**src/rtl/dbi_decode_multilane.sv**
```systemverilog
// Multi-lane DBI decoder behind a one-stage valid/ready register, with DC/AC
// invariant checking and a saturating per-lane violation counter.
module dbi_decode_multilane #(
  parameter int BW    = 4,
  parameter int LANES = 4,
  parameter int CW    = 16
) (
  input  logic                     clk,
  input  logic                     reset,
  input  logic                     dbi_en,
  input  logic                     mode,
  input  logic                     in_valid,
  output logic                     in_ready,
  input  logic [LANES*(BW+1)-1:0]  data_in,
  output logic                     out_valid,
  input  logic                     out_ready,
  output logic [LANES*BW-1:0]      data_out,
  input  logic                     viol_clr,
  output logic [CW-1:0]            viol_cnt
);

  localparam int LW  = BW + 1;
  localparam int PCW = $clog2(BW + 1);
  localparam int NW  = $clog2(LANES + 1);
  localparam int SW  = CW + NW;

  function automatic logic [PCW-1:0] popcount(input logic [BW-1:0] v);
    logic [PCW-1:0] c;
    c = '0;
    for (int k = 0; k < BW; k++) c = c + PCW'(v[k]);
    return c;
  endfunction

  // Widened add so a multi-lane increment near the top clamps instead of wrapping.
  function automatic logic [CW-1:0] sat_add(input logic [CW-1:0] a, input logic [NW-1:0] n);
    logic [SW-1:0] s;
    s = SW'(a) + SW'(n);
    if (s > SW'({CW{1'b1}})) return {CW{1'b1}};
    return s[CW-1:0];
  endfunction

  logic                      acc;
  logic                      vld_p1;
  logic [LANES*BW-1:0]       data_p1;
  logic [LANES-1:0][BW-1:0]  prev_p1;
  logic [CW-1:0]             cnt_p1;
  logic [LANES*BW-1:0]       dec_p0;
  logic [LANES-1:0]          viol_p0;
  logic [NW-1:0]             nviol_p0;

  assign in_ready = ~vld_p1 | out_ready;
  assign acc      = in_valid & in_ready;

  // Stage p0: per-lane decode and invariant check on the incoming beat
  for (genvar g = 0; g < LANES; g++) begin : g_lane
    logic [BW-1:0] d;
    logic          f;
    logic          dc_bad;
    logic          ac_bad;

    assign d      = data_in[g*LW +: BW];
    assign f      = data_in[g*LW + BW];
    assign dc_bad = popcount(~d) > PCW'(BW / 2);
    assign ac_bad = popcount(d ^ prev_p1[g]) > PCW'(BW / 2);

    assign dec_p0[g*BW +: BW] = (dbi_en & f) ? ~d : d;
    assign viol_p0[g]         = dbi_en & (mode ? ac_bad : dc_bad);
  end

  always_comb begin
    nviol_p0 = '0;
    for (int i = 0; i < LANES; i++) nviol_p0 = nviol_p0 + NW'(viol_p0[i]);
  end

  // Stage p1: output register, raw-data history and violation counter
  always_ff @(posedge clk) begin
    if (reset) begin
      vld_p1  <= 1'b0;
      data_p1 <= '0;
      prev_p1 <= '0;
      cnt_p1  <= '0;
    end else begin
      if (acc) begin
        vld_p1  <= 1'b1;
        data_p1 <= dec_p0;
        for (int i = 0; i < LANES; i++) prev_p1[i] <= data_in[i*LW +: BW];
      end else if (out_ready) begin
        vld_p1 <= 1'b0;
      end

      if (viol_clr)  cnt_p1 <= '0;
      else if (acc)  cnt_p1 <= sat_add(cnt_p1, nviol_p0);
    end
  end

  assign out_valid = vld_p1;
  assign data_out  = data_p1;
  assign viol_cnt  = cnt_p1;

endmodule

```
**config.mk**
```make
export PLATFORM = sky130hd
export DESIGN_NAME = dbi_decode_multilane
export DESIGN_NICKNAME = d
export VERILOG_FILES = /design/src/rtl/dbi_decode_multilane.sv
export SDC_FILE = /design/constraint.sdc
export NUM_CORES = 1
export LEC_CHECK = 0
export BUFFER_PORTS_ARGS = -buffer_cell sky130_fd_sc_hd__buf_2
export CORE_UTILIZATION = 55
export DETAILED_ROUTE_END_ITERATION = 7
export PLACE_DENSITY = 0.89
export SLEW_MARGIN = 10
export SYNTH_ARGS = -nofsm -noshare
export SYNTH_HDL_FRONTEND = slang
export SYNTH_SLANG_ARGS = --single-unit
```
**constraint.sdc**
```tcl
create_clock -name clk -period 5.5 [get_ports clk]
set_input_delay 1.375 -clock clk [delete_from_list [all_inputs] [get_ports clk]]
set_output_delay 1.375 -clock clk [all_outputs]
set_load 0.005 [all_outputs]
```
Word level (Yosys, flattened, before mapping)
Index checks and enable logic that the tools add are counted.
- register bits: 49
- input port bits: 27
- output and inout bits: 34
- word-level logic and storage cells: 81
- add/sub/neg operators: 28
- magnitude comparators: 9
- muxes and demuxes: 16
- bitwise operators: 19
- reduce and logical (&&, ||, !) cells: 2
- operators by type and width (operator ; count):
    $mux W16 ; 2
    $add A2 B1 Y3 ; 9
    $add A3 B1 Y3 ; 9
    $gt A3 B2 Y1 const B ; 8
    $add A1 B1 Y2 ; 9
    $add A16 B3 Y17 ; 1
    $gt A17 B16 Y1 const B ; 1
    $mux W4 ; 4
    $not A4 Y4 ; 4
    $xor A4 B4 Y4 ; 4
    $mux W1 ; 10
    $and A1 B1 Y1 ; 9
    $reduce_bool A2 Y1 ; 1
    $reduce_or A2 Y1 ; 1
    $not A1 Y1 ; 1
    $or A1 B1 Y1 ; 1

Depth between registers and ports, before layout
Gate-level depths: netlist of run 1.
- depth after elaboration: 17
- depth in mapped cells: 18
- gate-level depth less buffers: 18

Worst setup path after synthesis of run 1
Ideal clock, no wire load.
- kind: input -> register
- start: in data_in[10]
- end: reg cnt_p1[4], in the netlist viol_cnt[4]
- setup time: 0.130 ns
- arrival time: 4.872 ns
- data required time: 5.370 ns
- slack: 0.497 ns
- cell stages on the path: 17
- path buffers: 0
- cells stage by stage: xnor2_1 fa_1 inv_1 ha_1 ha_1 nor3b_1 nor3b_1 o21ai_0 fa_1 inv_1 fa_1 fa_1 nand2_1 nor2_1 and3_2 o21ai_0 a31oi_1
- longest elaborated chain between the ends: 16
- elaborated cells between the ends (all ways): 21
- those cells by class: 9 x add/sub; 3 x order compare; 6 x mux; 3 x bitwise
- ends and longest elaborated chain (element ; line ; text):
    start, declared ; 14 ; input logic [LANES*(BW+1)-1:0] data_in,
    $xor A4 B4 Y4 / $not A4 Y4 (equally long branches) ; 64, 63 ;
    $add A1 B1 Y2 ; 30 ; for (int k = 0; k < BW; k++) c = c + PCW'(v[k]);
    $add A2 B1 Y3 ; 30 ;
    $add A3 B1 Y3 ; 30 ;
    $gt A3 B2 Y1 (on tied branches) ; 64, 63 ;
    $mux W1 * ; 67 ; assign viol_p0[g] = dbi_en & (mode ? ac_bad : dc_bad);
    $and A1 B1 Y1 * ; 67 ;
    $add A2 B1 Y3 * ; 72 ; for (int i = 0; i < LANES; i++) nviol_p0 = nviol_p0 + NW'(viol_p0[i]);
    $add A3 B1 Y3 * ; 72 ;
    $add A16 B3 Y17 * ; 37 ; s = SW'(a) + SW'(n);
    $gt A17 B16 Y1 ; 38 ; if (s > SW'({CW{1'b1}})) return {CW{1'b1}};
    $mux W1 ; 38 ;
    $mux W1 ; 92 ; else if (acc) cnt_p1 <= sat_add(cnt_p1, nviol_p0);
    $mux W1 ; 91 ; if (viol_clr) cnt_p1 <= '0;
    $mux W1 ; 77 ; if (reset) begin
    $mux W16 * ; 39 ; return s[CW-1:0];
    end signal, assigned ; 92 ;
    end, declared ; 46 ; logic [CW-1:0] cnt_p1;
Mark *: on every way between the ends. The rest lies on a longest branch, timed or not. The select of a mux whose other input is x is not followed.
A chain may end at the register's enable or synchronous reset.

Worst setup path in the final report of run 1
Ends and elaborated chain as after synthesis.

==> results.py, run 1 <==
metrics = {
    "clock_network": {
        "clk_pin_slew_worst_paths_ns": 0.08,
        "cts_hold_buf": 0,
        "cts.sinks": 49,
        "cts_tree": "yes",
        "root_buffer": "clkbuf_8",
        "clockBufferDepth": 2,
        "cts_resized": 0,
        "cts_setup_buffers": 0,
        "clock_latency_ns": 0.31,
        "cts_htree_levels": 2,
        "cts_inserted_buffers": 5,
    },
    "setup_path": {
        "critPathMaxStageDelay_ns": 0.55,
        "crit_slowest_cell": "fa_1",
        "cp-end-kind": "flop",
        "worstPathCellList": "buf_2 -> xnor2_1 -> fa_1 -> inv_1 -> ha_1 -> ha_1 -> nor3b_1 -> nor3b_1 -> o21ai_0 -> fa_1 -> inv_1 -> fa_1 -> fa_1 -> nand2_1 -> nor2_1 -> and3_2 -> o21ai_0 -> a31oi_1",
        "critPathMaxFanout": 3,
        "path_class": "in -> reg",
        "timing.rr.start": "prev_p1[8]$_SDFFE_PP0P_",
        "start_kind": "input port",
        "cp.arrival_ns": 5.33,
        "worstPathRequired_ns": 5.68,
        "cp-startpoint": "data_in[10]",
        "crit_top_cell": "fa_1",
    },
    "route": {
        "wl_per_cell_um": 13.47,
        "routed_via_density": 5.340,
        "remaining_drc_errors": 0,
        "ant_nets": 0,
        "vias": 2542,
        "first_iter_violations": 121,
        "first_pass_iters": 4,
        "drt_wl_total_mm": 6.412,
    },
    "pwr": {
        "p_leak_nw": 1.599,
        "powerDensity_nw_per_um2": 235.6,
        "ir_drop_uv": 120.0,
    },
    "placed_design": {
        "dpl_worst_slack_ns": 0.1369,
        "hpwl_mm": 4.669,
        "io_buffer_count": 60,
        "gp_congestion": 0.8484,
    },
    "layout": {
        "layout_common_cells": "buf_2 (60), dfxtp_1 (49), nand2_1 (41)",
        "final_common_cell": "buf_2",
        "n_antenna_cell": 0,
        "drive_gt1_frac": 0.1946,
        "multi_input_area_sq_um": 1824,
        "fill_cells": 450,
        "layout-area-overhead-vs-synth_pct": 13.30,
        "seq_area_sq_um": 980.9,
        "fin_nets": 468,
    },
    "global_route": {
        "antenna_found_initial": 0,
        "overflow": 0,
        "gr-usage-all-layers": 0.2355,
        "grt_pass1_wl_mm": 11.16,
        "grt_pass1_vias": 2560,
        "grt_start_max_net_pins": 51,
    },
    "sta": {
        "fin_setup_tns_ns": 0,
        "finalSetupViolCount": 0,
        "finalWorstSetupSlack_ns": 0.3550,
        "period_needed_ns": 5.145,
        "holdWs_ns": 0.4730,
        "drv_slew": 0,
        "rsz0062_at_grt": "no",
        "max_freq_ghz": 0.1944,
        "worst_pin_slew_ns": 0.7079,
        "final_hold_viol_count": 0,
        "slew_headroom": 0.5269,
        "post-route-period-util": 0.9354,
        "finalClockSkew_ns": 0.004189,
    },
    "logic_synthesis": {
        "synth_top_cell_by_area": "dfxtp_1",
        "async_flop_share": 0,
        "synth_top_cell_area_share": 0.3229,
        "ys_ff_latch": 49,
        "avgSynthCellArea_sq_um": 8.680,
        "synth_area_leaders": "dfxtp_1 (32%), ha_1 (10%), xnor2_1 (9.5%)",
        "syn_nets": 413,
        "syn_area_sq_um": 3038,
        "yosysWarnings": 0,
        "synth_cell_types": 40,
        "synth_edf_count": 0,
        "synth-seq-area-share": 0.3229,
        "netlist_instances": 350,
        "ys.flop_type": "dfxtp_1",
    },
    "hold_path": {
        "hold_start": "prev_p1[4]$_SDFFE_PP0P_",
        "hold_class": "reg -> reg",
    },
    "die": {
        "dieArea_sq_um": 5825,
        "initial_utilization": 0.5837,
        "core_area_sq_um": 5205,
        "rows": 26,
        "dieHeight_um": 76.32,
        "io_pins": 61,
        "fp.dieW_um": 76.32,
    },
    "status": {
        "status": "complete, no violations",
    },
    "run": {
        "max_cap_violations": 0,
    },
}
## state kept, by name, indices dropped and copies added, names as in the netlist
signal	cells
viol_cnt	16
out_valid	1
prev_p1	16
data_out	16
## synthesized netlist by cell type, types with 2 or more instances
| cell | number |
|---|---|
| a21oi_1 | 23 |
| xnor2_1 | 33 |
| a211oi_1 | 20 |
| and3_1 | 2 |
| buf_2 | 4 |
| a31oi_1 | 4 |
| nand3_1 | 7 |
| nand2_1 | 41 |
| xor2_1 | 7 |
| nand4_4 | 2 |
| and3_2 | 2 |
| fa_1 | 11 |
| ha_1 | 25 |
| clkbuf_1 | 7 |
| nor3b_1 | 3 |
| nor2b_1 | 2 |
| nor3_1 | 5 |
| inv_1 | 40 |
| o21ai_0 | 12 |
| nor2_1 | 31 |
| a21o_1 | 2 |
| dfxtp_1 | 49 |
## per-stage QoR
stage	power, mW	util	instances	instance area (sq um)
2_1_floorplan	0.5483	-	350	3038
3_3_place_gp	0.5947	0.6459	468	3362
3_5_place_dp	0.6074	0.6459	468	3362
4_1_cts	0.8142	0.6613	476	3442
5_1_grt	0.8609	0.6613	476	3442
6_report	0.8109	0.6613	476	3442
## metal layers
layer / vias up / global-route usage / wire length [um]
met4: 0 / 0.1192 / 219
met3: 24 / 0.03952 / 299
met2: 79 / 0.4171 / 3136
met5: - / 0 / 0
met1: 1179 / 0.2721 / 2757
li1: 1260 / - / -
## critical path: cells and delay by family
kind / cells / cell delay (ns)
XOR/XNOR: 1 / 0.15
AND/OR/NAND/NOR: 5 / 0.80
AO/OA/AOI/OAI: 3 / 0.38
adder cells (fa/ha/maj): 6 / 2.42
buffers and inverters: 3 / 0.22
## where the power goes
part           total (mW)  switching (mW)  internal [mW]
Clock               0.210           0.119         0.0907
Sequential          0.384          0.0107          0.373
Combinational       0.217           0.121         0.0967
## path summary, 6_finish.rpt
kind                              end  slack, ns  depth (start not counted)
max          viol_cnt[4]$_SDFFE_PP0P_       0.36                         18
min           prev_p1[4]$_SDFFE_PP0P_       0.47                          2
max reg2reg  viol_cnt[4]$_SDFFE_PP0P_       1.20                         17
min reg2reg   prev_p1[4]$_SDFFE_PP0P_       0.47                          2
## cell families after synthesis
kind of cell / after synthesis / synth area share
AOI/OAI and AO/OA: 65 / 0.1318
xor gates and xnor gates: 40 / 0.1153
adders and majority gates: 36 / 0.1755
buffers and inverters: 55 / 0.07661
DFF: 49 / 0.3229
and+or+nand+nor: 105 / 0.1779
## layout make-up
type                    instances  share of cell area
flip-flops and latches         49              0.2850
clock buffers                   8             0.02326
well taps                      70             0.02545
repair buffers                 62             0.09160
inverters                      41             0.04471
multi-input cells             246              0.5300
No activity file was read; power rests on OpenSTA's default activity.
==> inputs of run 2 (changes only) <==
PLACE_DENSITY = 0.8   (was 0.89)
==> run 2 against run 1 <==
Compared with the run above: sequential power about the same; critical path depth unchanged; count of clock-buffer cells in the layout decreased by 1; first-iteration DRC count fell by 40%; global-route usage is 0.91 points lower; worst setup slack gained 0.080 ns; highest routed layer unchanged.
==> results.py, run 2 (synthesized netlist as in run 1, its figures left out) <==
metrics = {
    "route": {
        "vias": 2459,
        "wl_per_cell_um": 12.97,
        "ant_nets": 0,
        "routed_via_density": 5.177,
        "drt_wl_total_mm": 6.159,
        "first_pass_iters": 4,
        "remaining_drc_errors": 0,
        "first_iter_violations": 72,
    },
    "setup_path": {
        "critPathMaxFanout": 3,
        "cp-end-kind": "flop",
        "worstPathCellList": "buf_2 -> xnor2_1 -> fa_1 -> inv_1 -> ha_1 -> ha_1 -> nor3b_1 -> nor3b_1 -> o21ai_0 -> fa_1 -> inv_1 -> fa_1 -> fa_1 -> nand2_1 -> nor2_1 -> and3_2 -> o21ai_0 -> a31oi_1",
        "cp_top_family": "adder cells",
        "timing.rr.start": "prev_p1[8]$_SDFFE_PP0P_",
        "cp.arrival_ns": 5.24,
        "start_kind": "input port",
        "rrSetupSlack_ns": 1.30,
        "worstPathRequired_ns": 5.68,
        "crit_top_cell": "fa_1",
        "critPathMaxStageDelay_ns": 0.54,
        "path_class": "in -> reg",
        "path_buf_inv": 3,
        "reg2reg_to": "viol_cnt[4]$_SDFFE_PP0P_",
        "r2r_cells": 17,
        "crit_slowest_cell": "fa_1",
    },
    "placed_design": {
        "dp_cells": 467,
        "dpl_worst_slack_ns": 0.09675,
        "gp_congestion": 0.7942,
        "hpwl_mm": 4.590,
        "io_buffer_count": 60,
    },
    "hold_path": {
        "hold-path-endpoint": "prev_p1[11]$_SDFFE_PP0P_",
        "hold_start": "prev_p1[11]$_SDFFE_PP0P_",
        "hold_class": "reg -> reg",
        "min_path_cells": 2,
    },
    "sta": {
        "post-route-period-util": 0.9208,
        "finalClockSkew_ns": 0.003983,
        "period_needed_ns": 5.065,
        "rsz0062_at_grt": "no",
        "drv_slew": 0,
        "holdWs_ns": 0.4718,
        "fin_setup_tns_ns": 0,
        "finalWorstSetupSlack_ns": 0.4354,
        "final_hold_viol_count": 0,
        "slew_headroom": 0.5414,
        "finalSetupViolCount": 0,
        "max_freq_ghz": 0.1975,
        "worst_pin_slew_ns": 0.6863,
    },
    "global_route": {
        "grt_start_max_net_pins": 51,
        "overflow": 0,
        "grt_pass1_wl_mm": 10.68,
        "gr-usage-all-layers": 0.2264,
        "antenna_found_initial": 0,
        "grt_pass1_vias": 2390,
    },
    "clock_network": {
        "root_buffer": "clkbuf_8",
        "cts_tree": "yes",
        "cts_htree_levels": 2,
        "clock_latency_ns": 0.30,
        "clockBufferDepth": 2,
        "cts_setup_buffers": 0,
        "cts_hold_buf": 0,
        "cts_resized": 0,
        "cts.sinks": 49,
        "clk_pin_slew_worst_paths_ns": 0.09,
        "cts_inserted_buffers": 5,
    },
    "status": {
        "status": "complete, no violations",
    },
    "layout": {
        "final_cells": 475,
        "fin_nets": 467,
        "multi_input_area_sq_um": 1824,
        "drive_gt1_frac": 0.2000,
        "final_common_cell": "buf_2",
        "layout_common_cells": "buf_2 (60), dfxtp_1 (49), nand2_1 (41)",
        "n_antenna_cell": 0,
        "fill_cells": 446,
        "seq_area_sq_um": 980.9,
        "layout-area-overhead-vs-synth_pct": 13.76,
    },
    "die": {
        "initial_utilization": 0.5837,
        "rows": 26,
        "dieHeight_um": 76.32,
        "core_area_sq_um": 5205,
        "io_pins": 61,
        "fp.dieW_um": 76.32,
        "dieArea_sq_um": 5825,
    },
    "pwr": {
        "ir_drop_uv": 143.6,
        "total_power_uw": 833.5,
        "p_leak_nw": 1.609,
        "powerDensity_nw_per_um2": 241.2,
    },
    "run": {
        "max_cap_violations": 0,
    },
}
## run 2: cell types whose count changed in the layout (fill, tap and decap cells not counted)
cell / previous run / this run
buf_4: 2 / 1
clkbuf_1: 3 / 0
clkbuf_8: 5 / 7
clkinv_2: 0 / 1
## run 2: tightest hold or removal path, cell delays in order (launching register included)
cell and delay (ns):
dfxtp_1 0.32, nand2_1 0.05, a21oi_1 0.05
## run 2: per-stage QoR
step           utilization  instance area (sq um)
3_3_place_gp        0.6445                   3354
4_1_cts             0.6639                   3456
5_1_grt             0.6639                   3456
2_1_floorplan            -                   3038
3_5_place_dp        0.6445                   3354
6_report            0.6639                   3456
## run 2: how the worst max path moves through the flow
stage / from / end / slack (ns) / cells after the start
2_1_floorplan: data_in[10] / viol_cnt[4]$_SDFFE_PP0P_ / 0.50 / 17
6_report: data_in[10] / viol_cnt[4]$_SDFFE_PP0P_ / 0.44 / 18
3_5_place_dp: data_in[10] / viol_cnt[4]$_SDFFE_PP0P_ / 0.1 / 18
5_1_grt: data_in[10] / viol_cnt[8]$_SDFFE_PP0P_ / 0.19 / 18
3_3_place_gp: data_in[10] / viol_cnt[4]$_SDFFE_PP0P_ / 0.25 / 18
4_1_cts: data_in[10] / viol_cnt[4]$_SDFFE_PP0P_ / 0.43 / 18
## run 2: final cells by class
| cell class | instances | share of cell area |
|---|---|---|
| flip-flops and latches | 49 | 0.2839 |
| well taps | 70 | 0.02534 |
| clock buffers | 7 | 0.02788 |
| repair buffers | 61 | 0.08907 |
| multi-input cells | 246 | 0.5279 |
| clock inverters | 1 | 0.001448 |
| inverters | 41 | 0.04453 |
## run 2: routing by layer
| metal | GRT usage | vias to the layer above | wire (um) |
|---|---|---|---|
| li1 | - | 1260 | - |
| met1 | 0.2852 | 1142 | 2901 |
| met2 | 0.3919 | 49 | 2973 |
| met3 | 0.04192 | 8 | 220 |
| met4 | 0.06731 | 0 | 63 |
| met5 | 0 | - | 0 |
## run 2: report_power, final
group	leakage [nW]	internal, mW	total, mW	switching [mW]
registers	0.402	0.373	0.384	0.0104
clock network	0.0542	0.114	0.233	0.119
logic	1.15	0.0967	0.217	0.120
